==> src/rtl/mmio_uart_tx.sv <==
// Memory-mapped 8N1 UART transmitter: CPU stores to a small register window feed
// a byte FIFO that a serialiser drains onto tx. Reads are combinational for the bus mux.
module mmio_uart_tx #(
  parameter logic [31:0] BASE_ADDR    = 32'hFFFF_0000,
  parameter int          CLKS_PER_BIT = 16,
  parameter int          FIFO_DEPTH   = 8
) (
  input  logic        clk,
  input  logic        reset,
  input  logic [31:0] address_to_mem,
  input  logic [31:0] data_to_mem,
  input  logic        write_enable,
  output logic [31:0] read_data,
  output logic        hit,
  output logic        tx
);

  localparam int CW = $clog2(FIFO_DEPTH + 1);
  localparam int PW = $clog2(FIFO_DEPTH);
  localparam int BW = $clog2(CLKS_PER_BIT);
  localparam logic [CW-1:0] DEPTH_C   = CW'(FIFO_DEPTH);
  localparam logic [BW-1:0] BAUD_LAST = BW'(CLKS_PER_BIT - 1);

  typedef enum logic [1:0] {IDLE, START, DATA, STOP} state_t;

  state_t        state_reg, state_next;
  logic [BW-1:0] baud_reg, baud_next;
  logic [2:0]    bit_reg, bit_next;
  logic [7:0]    shift_reg, shift_next;
  logic          tx_reg, tx_next;

  logic [7:0]    mem [FIFO_DEPTH];
  logic [PW-1:0] rd_ptr_reg, wr_ptr_reg;
  logic [CW-1:0] count_reg;
  logic          overflow_reg;

  logic        sel_status, wr_data, wr_status;
  logic        full, empty, busy, push, pop, baud_done;
  logic [31:0] count_ext;
  logic [3:0]  count_sat;
  logic        unused_bits;

  // Decode: address bits [1:0] are don't-care, bit 2 selects TXDATA/STATUS.
  assign hit        = (address_to_mem[31:3] == BASE_ADDR[31:3]);
  assign sel_status = address_to_mem[2];
  assign wr_data    = write_enable & hit & ~sel_status;
  assign wr_status  = write_enable & hit & sel_status;
  assign unused_bits = ^{address_to_mem[1:0], data_to_mem[31:8]};

  assign full  = (count_reg == DEPTH_C);
  assign empty = (count_reg == '0);
  assign busy  = (state_reg != IDLE);
  // Full is judged before the edge, so a same-cycle pop never rescues a push.
  assign push  = wr_data & ~full;
  assign pop   = (state_reg == IDLE) & ~empty;

  assign count_ext = 32'(count_reg);
  assign count_sat = (count_ext > 32'd15) ? 4'hF : count_ext[3:0];

  always_comb begin
    read_data = '0;
    if (hit && sel_status)
      read_data = {24'b0, count_sat, overflow_reg, busy, empty, full};
  end

  always_ff @(posedge clk or negedge reset) begin
    if (!reset) begin
      rd_ptr_reg   <= '0;
      wr_ptr_reg   <= '0;
      count_reg    <= '0;
      overflow_reg <= 1'b0;
    end else begin
      if (push)
        wr_ptr_reg <= wr_ptr_reg + PW'(1);
      if (pop)
        rd_ptr_reg <= rd_ptr_reg + PW'(1);
      if (push && !pop)
        count_reg <= count_reg + CW'(1);
      else if (pop && !push)
        count_reg <= count_reg - CW'(1);
      if (wr_data && full)
        overflow_reg <= 1'b1;
      else if (wr_status && data_to_mem[3])
        overflow_reg <= 1'b0;
    end
  end

  always_ff @(posedge clk) begin
    if (push)
      mem[wr_ptr_reg] <= data_to_mem[7:0];
  end

  always_ff @(posedge clk or negedge reset) begin
    if (!reset) begin
      state_reg <= IDLE;
      baud_reg  <= '0;
      bit_reg   <= '0;
      shift_reg <= '0;
      tx_reg    <= 1'b1;
    end else begin
      state_reg <= state_next;
      baud_reg  <= baud_next;
      bit_reg   <= bit_next;
      shift_reg <= shift_next;
      tx_reg    <= tx_next;
    end
  end

  assign baud_done = (baud_reg == BAUD_LAST);

  always_comb begin
    state_next = state_reg;
    baud_next  = baud_reg + BW'(1);
    bit_next   = bit_reg;
    shift_next = shift_reg;
    tx_next    = 1'b1;
    case (state_reg)
      IDLE: begin
        baud_next = '0;
        if (!empty) begin
          state_next = START;
          shift_next = mem[rd_ptr_reg];
        end
      end
      START: begin
        if (baud_done) begin
          state_next = DATA;
          baud_next  = '0;
          bit_next   = '0;
        end
      end
      DATA: begin
        if (baud_done) begin
          baud_next  = '0;
          shift_next = {1'b0, shift_reg[7:1]};
          bit_next   = bit_reg + 3'd1;
          if (bit_reg == 3'd7)
            state_next = STOP;
        end
      end
      STOP: begin
        if (baud_done) begin
          state_next = IDLE;
          baud_next  = '0;
        end
      end
      default: state_next = IDLE;
    endcase
    // tx is registered from the next state so the line never glitches on decode.
    case (state_next)
      START:   tx_next = 1'b0;
      DATA:    tx_next = shift_next[0];
      default: tx_next = 1'b1;
    endcase
  end

  assign tx = tx_reg;

endmodule
==> config.mk <==
export PLATFORM = sky130hd
export DESIGN_NAME = mmio_uart_tx
export DESIGN_NICKNAME = d
export VERILOG_FILES = /design/src/rtl/mmio_uart_tx.sv
export SDC_FILE = /design/constraint.sdc
export NUM_CORES = 1
export LEC_CHECK = 0
export CORE_MARGIN = 2
export CORE_UTILIZATION = 40
export CTS_CLUSTER_DIAMETER = 30
export DETAILED_ROUTE_END_ITERATION = 16
export HOLD_SLACK_MARGIN = 0.05
export PLACE_DENSITY = 0.66
export SLEW_MARGIN = 20
export SYNTH_ARGS = -nofsm -noshare
export SYNTH_HDL_FRONTEND = slang
export SYNTH_SLANG_ARGS = --single-unit
==> constraint.sdc <==
create_clock -name clk -period 3.79 [get_ports clk]
set_clock_uncertainty 0.1 [all_clocks]
set_input_delay 0.758 -clock clk [delete_from_list [all_inputs] [get_ports clk]]
set_output_delay 0.758 -clock clk [all_outputs]
set_load 0.01 [all_outputs]
# [After elaboration in Yosys (flattened, before gate mapping)]
# Memory sizes are Yosys's and may differ from the RTL's.
# Index checks and enable logic that the tools add are counted.
[word_totals] ff_bits=29 ramBits=64 in_bits=67 output_inout_bits=34 elab_cells=78 memories=1
[memory_table] memory="mem" words=8 word_bits=8 rd=1 rd_clocked_by_memory_dff=0 wr=1 line_no="32" source="logic [7:0] mem [FIFO_DEPTH];"
[op_classes] add_sub_neg=6 magnitude_cmp=1 eq_ne=12 muxes=23 bitwise_logic=8 n_reduce_logical=17
[ops] cell="29-bit == test, second input constant" count=1
[ops] cell="8-bit two-way mux" count=3
[ops] cell="4-bit two-way mux" count=4
[ops] cell="8-bit one-hot mux with 2 select lines" count=1
[ops] cell="2-bit two-way mux" count=5
[ops] cell="2-bit nonzero test" count=5
[ops] cell="3-bit by 1-bit adder with 3-bit output, second input constant" count=3
[ops] cell="4-bit by 1-bit adder with 4-bit output, second input constant" count=2
[ops] cell="4-bit == test, second input constant" count=2
[ops] cell="2-bit one-hot mux with 4 select lines" count=1
[ops] cell="4-bit one-hot mux with 2 select lines" count=1
[ops] cell="2-bit == test, second input constant" count=3
[ops] cell="3-bit two-way mux" count=2
[ops] cell="2-bit inequality test, second input constant" count=3
[ops] cell="3-bit one-hot mux with 2 select lines" count=1
[ops] cell="3-bit AND reduction" count=2
[ops] cell="1-bit bitwise AND" count=5
[ops] cell="1-bit logical AND" count=5
[ops] cell="2-bit by 1-bit == test with 1-bit output, second input constant" count=2
[ops] cell="4-bit greater-than comparator, second input constant" count=1
[ops] cell="4-bit logical NOT" count=1
[ops] cell="1-bit two-way mux" count=4
[ops] cell="4-bit by 1-bit subtractor with 4-bit output, second input constant" count=1
[ops] cell="3-bit == test, second input constant" count=1
[ops] cell="other kinds (5)" count=8

# [Logic depth before layout (Yosys ltp)]
[logic_depth] word_depth=8 ltp_mapped=13 mapped_depth_nobuf=12

# [Worst setup path after synthesis]
# Ideal clock, no wire load.
[synth_timing] path_type="input to register" from="input address_to_mem[23]" to="register count_reg[3]" setup_ns=0.125 arrival_ns=3.032 required_time_ns=3.565 setup_slack_ns=0.533 cell_stages=11 path_buffers=0 cell_sequence="nand4_1 -> or4_4 -> nor4b_4 -> ha_1 -> inv_1 -> ha_1 -> a21o_1 -> a21oi_1 -> xnor2_1 -> nor2_1 -> xor2_1"
[synth_via] elab_chain_len=7 word_cells_on_any_way=9 classes_between="eq/ne: 1; mux: 1; bitwise: 3; reduce/logical: 4"
[synth_lines] element="start, declared" line_no="10" source="input logic [31:0] address_to_mem,"
[synth_lines] element="29-bit == test *" line_no="44" source="assign hit = (address_to_mem[31:3] == BASE_ADDR[31:3]);"
[synth_lines] element="1-bit bitwise AND * (2 in a row)" line_no="46" source="assign wr_data = write_enable & hit & ~sel_status;"
[synth_lines] element="1-bit bitwise AND *" line_no="54" source="assign push = wr_data & ~full;"
[synth_lines] element="via push" line_no="38" source="logic full, empty, busy, push, pop, baud_done;"
[synth_lines] element="1-bit logical NOT" line_no="79" source="else if (pop && !push)"
[synth_lines] element="1-bit logical AND" line_no="79"
[synth_lines] element="2-bit nonzero test (no source line)"
[synth_lines] element="end signal, assigned" line_no="78" source="count_reg <= count_reg + CW'(1);"
[synth_lines] element="end signal, assigned" line_no="80" source="count_reg <= count_reg - CW'(1);"
[synth_lines] element="end, declared" line_no="34" source="logic [CW-1:0] count_reg;"
# The timed path passes the listed nets; every way through them passes the cells marked *.
# A chain may end at the register's enable or synchronous reset.

# [Worst setup path in the final report]
[layout_timing] from="input address_to_mem[23]" to="output read_data[7]"
[layout_via] elab_chain_len=3
[layout_lines] element="29-bit == test" line_no="44"
[layout_lines] element="1-bit logical AND" line_no="62" source="if (hit && sel_status)"
[layout_lines] element="8-bit two-way mux" line_no="62"
[layout_lines] element="end, declared" line_no="13" source="output logic [31:0] read_data,"
# Every way passes these cells.

==> metrics <==
hold endpoint=baud_reg[0]$_DFF_PN0_; register area share after synthesis=61.8%; per-cell routed wire length=16.0 um; DRC=0; Fmax achieved=0.270 GHz; Period minus WS final=3.70 ns; CP endpoint kind=output pin; Worst slew margin=42.5%; IO buf count=50; critical path peak fanout=9; Peak VDD IR=0.377 mV; Worst Tran Pin Value=0.862 ns; FF-to-FF End=count_reg[3]$_DFFE_PN0P_; syn_area_per_cell=14.3 um^2; warning count from the yosys run=0; period utilization=97.7%; P_sw=384 uW; Critical-path top delay cell=or4_4; Diodes inserted=0; Root Buffer=clkbuf_8; origin of the worst setup path=address_to_mem[23]; Rows=37; Die X=108 um; Worst Hold Launch=baud_reg[0]$_DFF_PN0_; flops & latches, synth=93; Bufs on Longest Clock Path=2; DRT Wirelength=8090 um; Clock Pin Slew Worst Setup and Hold Paths=0.08 ns; sequential power share=59.6%; Synth Flop Type=edfxtp_1; CP startpoint kind=input port; final hold vios=0; first-pass GRT wire length=13,200 um; vias per cell=5.08; Skew-Pair Late Insertion Delay=0.37 ns; Largest register FFs=64; GPL Wtd Cong=0.754; PD cells=353 nW/um^2; critical-path cell list=clkdlybuf4s50_1, nand4_1, or4_4, nor2_1, buf_4, and3_1, clkdlybuf4s50_1; initial core utilization=41.3%; nets@finish=445; CP Class=in2out; status=finished clean; H-tree depth=3; Hold Crit Class=reg2reg; dpl cells=490; fin. max-slew vios=0; post-CTS setup buffer count=0; initial detailed-routing violation count=104; GR Overflow Total=0; hold_buf cts=0; area grow syn2layout=20.3%; post-route ant nets=0; worst-case reg-to-reg path depth=11; hold path depth=1; RSZ-0062 raised after global routing=no; asr flop ratio synth=31.2%; Die Y=108 um; sw frac=21.1%; CTS buffer count=9; CTS Sinks=93; cell area after synthesis=4290 um^2; DR pass1 iterations=4; I/O pin count=101; EDFF count, synth=64; DR vias=2,571; DP HPWL=5630 um; Max stage delay on crit path=0.58 ns; via count of the first global-routing pass=2,624; cell count after synthesis=299; die area=11,600 um^2; Arrival @ worst endpoint=2.85 ns; Clk pwr share=36.4%; core area=10,400 um^2; Pleak=0.00205 uW; Setup-failing EPs final=0; gr usage total=15.3%; Top cell by count, worst path=clkdlybuf4s50_1; Worst EP required=2.93 ns; Cell Int Power=1440 uW; setup tns final=0 ns; Worst R2R Setup Slack=0.80 ns; RR Startpoint=count_reg[0]$_DFFE_PN0P_; setup ws final=0.0869 ns; combinational power share=3.9%; final non-filler cell total=506; worst slack at placement=-0.0231 ns; largest net degree at the start of global routing=30; antenna violations before repair=0; Max-Cap Viols=0; synth unique cells=49; CTS tree=done; layout cells sized above 1=15.9%
-- critical path, delay by kind of cell --
kind | cells | cell delay [ns]
buffers and inverters | 3 | 1.14
AND/OR/NAND/NOR | 4 | 0.94
-- per-layer routing --
metal	global-route usage (%)	share of wire, %	vias up
met1	19.8	43	1277
met4	5.31	2.0	0
met3	4.66	4.8	18
met2	24.7	50	78
li1	-	-	1198
met5	0	0	-
-- power groups by stage --
stage	Clock, uW	Combinational (uW)	Sequential, uW
2_1_floorplan	0	31.9	1110
3_3_place_gp	0	69.6	1110
3_5_place_dp	0	71.9	1110
4_1_cts	684	72.1	1090
5_1_grt	727	79.1	1090
6_report	664	71.4	1090
-- worst max-delay path by stage --
stage                                     to  cells past startpoint
floorplan           count_reg[3]$_DFFE_PN0P_                     11
CTS                             read_data[2]                      8
global placement                read_data[1]                      8
finish                          read_data[7]                      7
detailed placement              read_data[1]                      8
global route                    read_data[7]                      7
-- cell usage after synthesis (2+ instances only) --
cell type / count / area [um^2]
a21o_1: 2 / 15.0
a21oi_1: 17 / 85.1
a22o_1: 6 / 52.6
and2_1: 3 / 18.8
and3_1: 7 / 43.8
buf_1: 2 / 7.51
buf_2: 4 / 20.0
buf_4: 24 / 180
clkbuf_1: 5 / 18.8
dfrtp_1: 28 / 701
edfxtp_1: 64 / 1920
ha_1: 12 / 150
inv_1: 6 / 22.5
mux2_2: 3 / 33.8
mux2i_1: 8 / 80.1
mux4_2: 16 / 360
nand2_1: 12 / 45.0
nand2b_1: 2 / 12.5
nand3_1: 3 / 15.0
nand4_1: 3 / 18.8
nor2_1: 27 / 101
nor3_1: 4 / 20.0
nor4_1: 3 / 18.8
nor4b_1: 2 / 17.5
o21ai_0: 5 / 25.0
xnor2_1: 7 / 61.3
xor2_1: 2 / 17.5
-- area by class of cell --
class | count | area (um^2)
clock inverter | 6 | 68.8
multi-input combinational | 187 | 1470
sequential | 93 | 2650
clock buffer | 10 | 128
fill | 890 | 5210
timing repair buffer | 67 | 642
inverter | 7 | 26.3
tap | 136 | 170
-- layout by cell type, fill, tap and decap left out, drive strengths merged, types with 8 or more instances in the layout --
master	netlist	layout
nand2	13	13
clkbuf	5	10
inv	7	10
buf	30	17
ha	12	12
mux4	16	16
nor2	27	27
clkdlybuf4s50	0	43
a21oi	17	17
dfrtp	28	28
conb	1	24
mux2i	8	8
edfxtp	64	64
-- stage by stage --
step                power [uW]  hold slack (ns)  area (um^2)  util (%)
finish                    1820            0.406         5160      49.7
global route              1890            0.445         5160      49.7
CTS                       1840            0.411         5140      49.6
detailed placement        1180            0.399         4950      47.7
global placement          1180            0.389         4950      47.7
floorplan                 1140            0.360         4370         -
-- cell families (layout without fill, tap and decap cells) --
logic type	count (synthesis)	in the layout	share of synthesized area [%]
flip-flops	93	93	61.8
buffers and inverters	42	90	5.89
AO/OA/AOI/OAI	38	38	5.60
XOR/XNOR	9	9	1.84
multiplexers	28	28	11.4
other	1	24	0.0875
adder cells (fa/ha/maj)	13	13	3.97
AND/OR/NAND/NOR	75	75	9.43
-- timing repair --
| action | CTS | global route |
|---|---|---|
| setup endpoints to repair | 1 | 6 |
| resized for setup | 1 | 6 |
| hold endpoints to repair | 0 | 0 |
| gates cloned | 0 | 0 |
No activity file was read; power rests on OpenSTA's default activity.
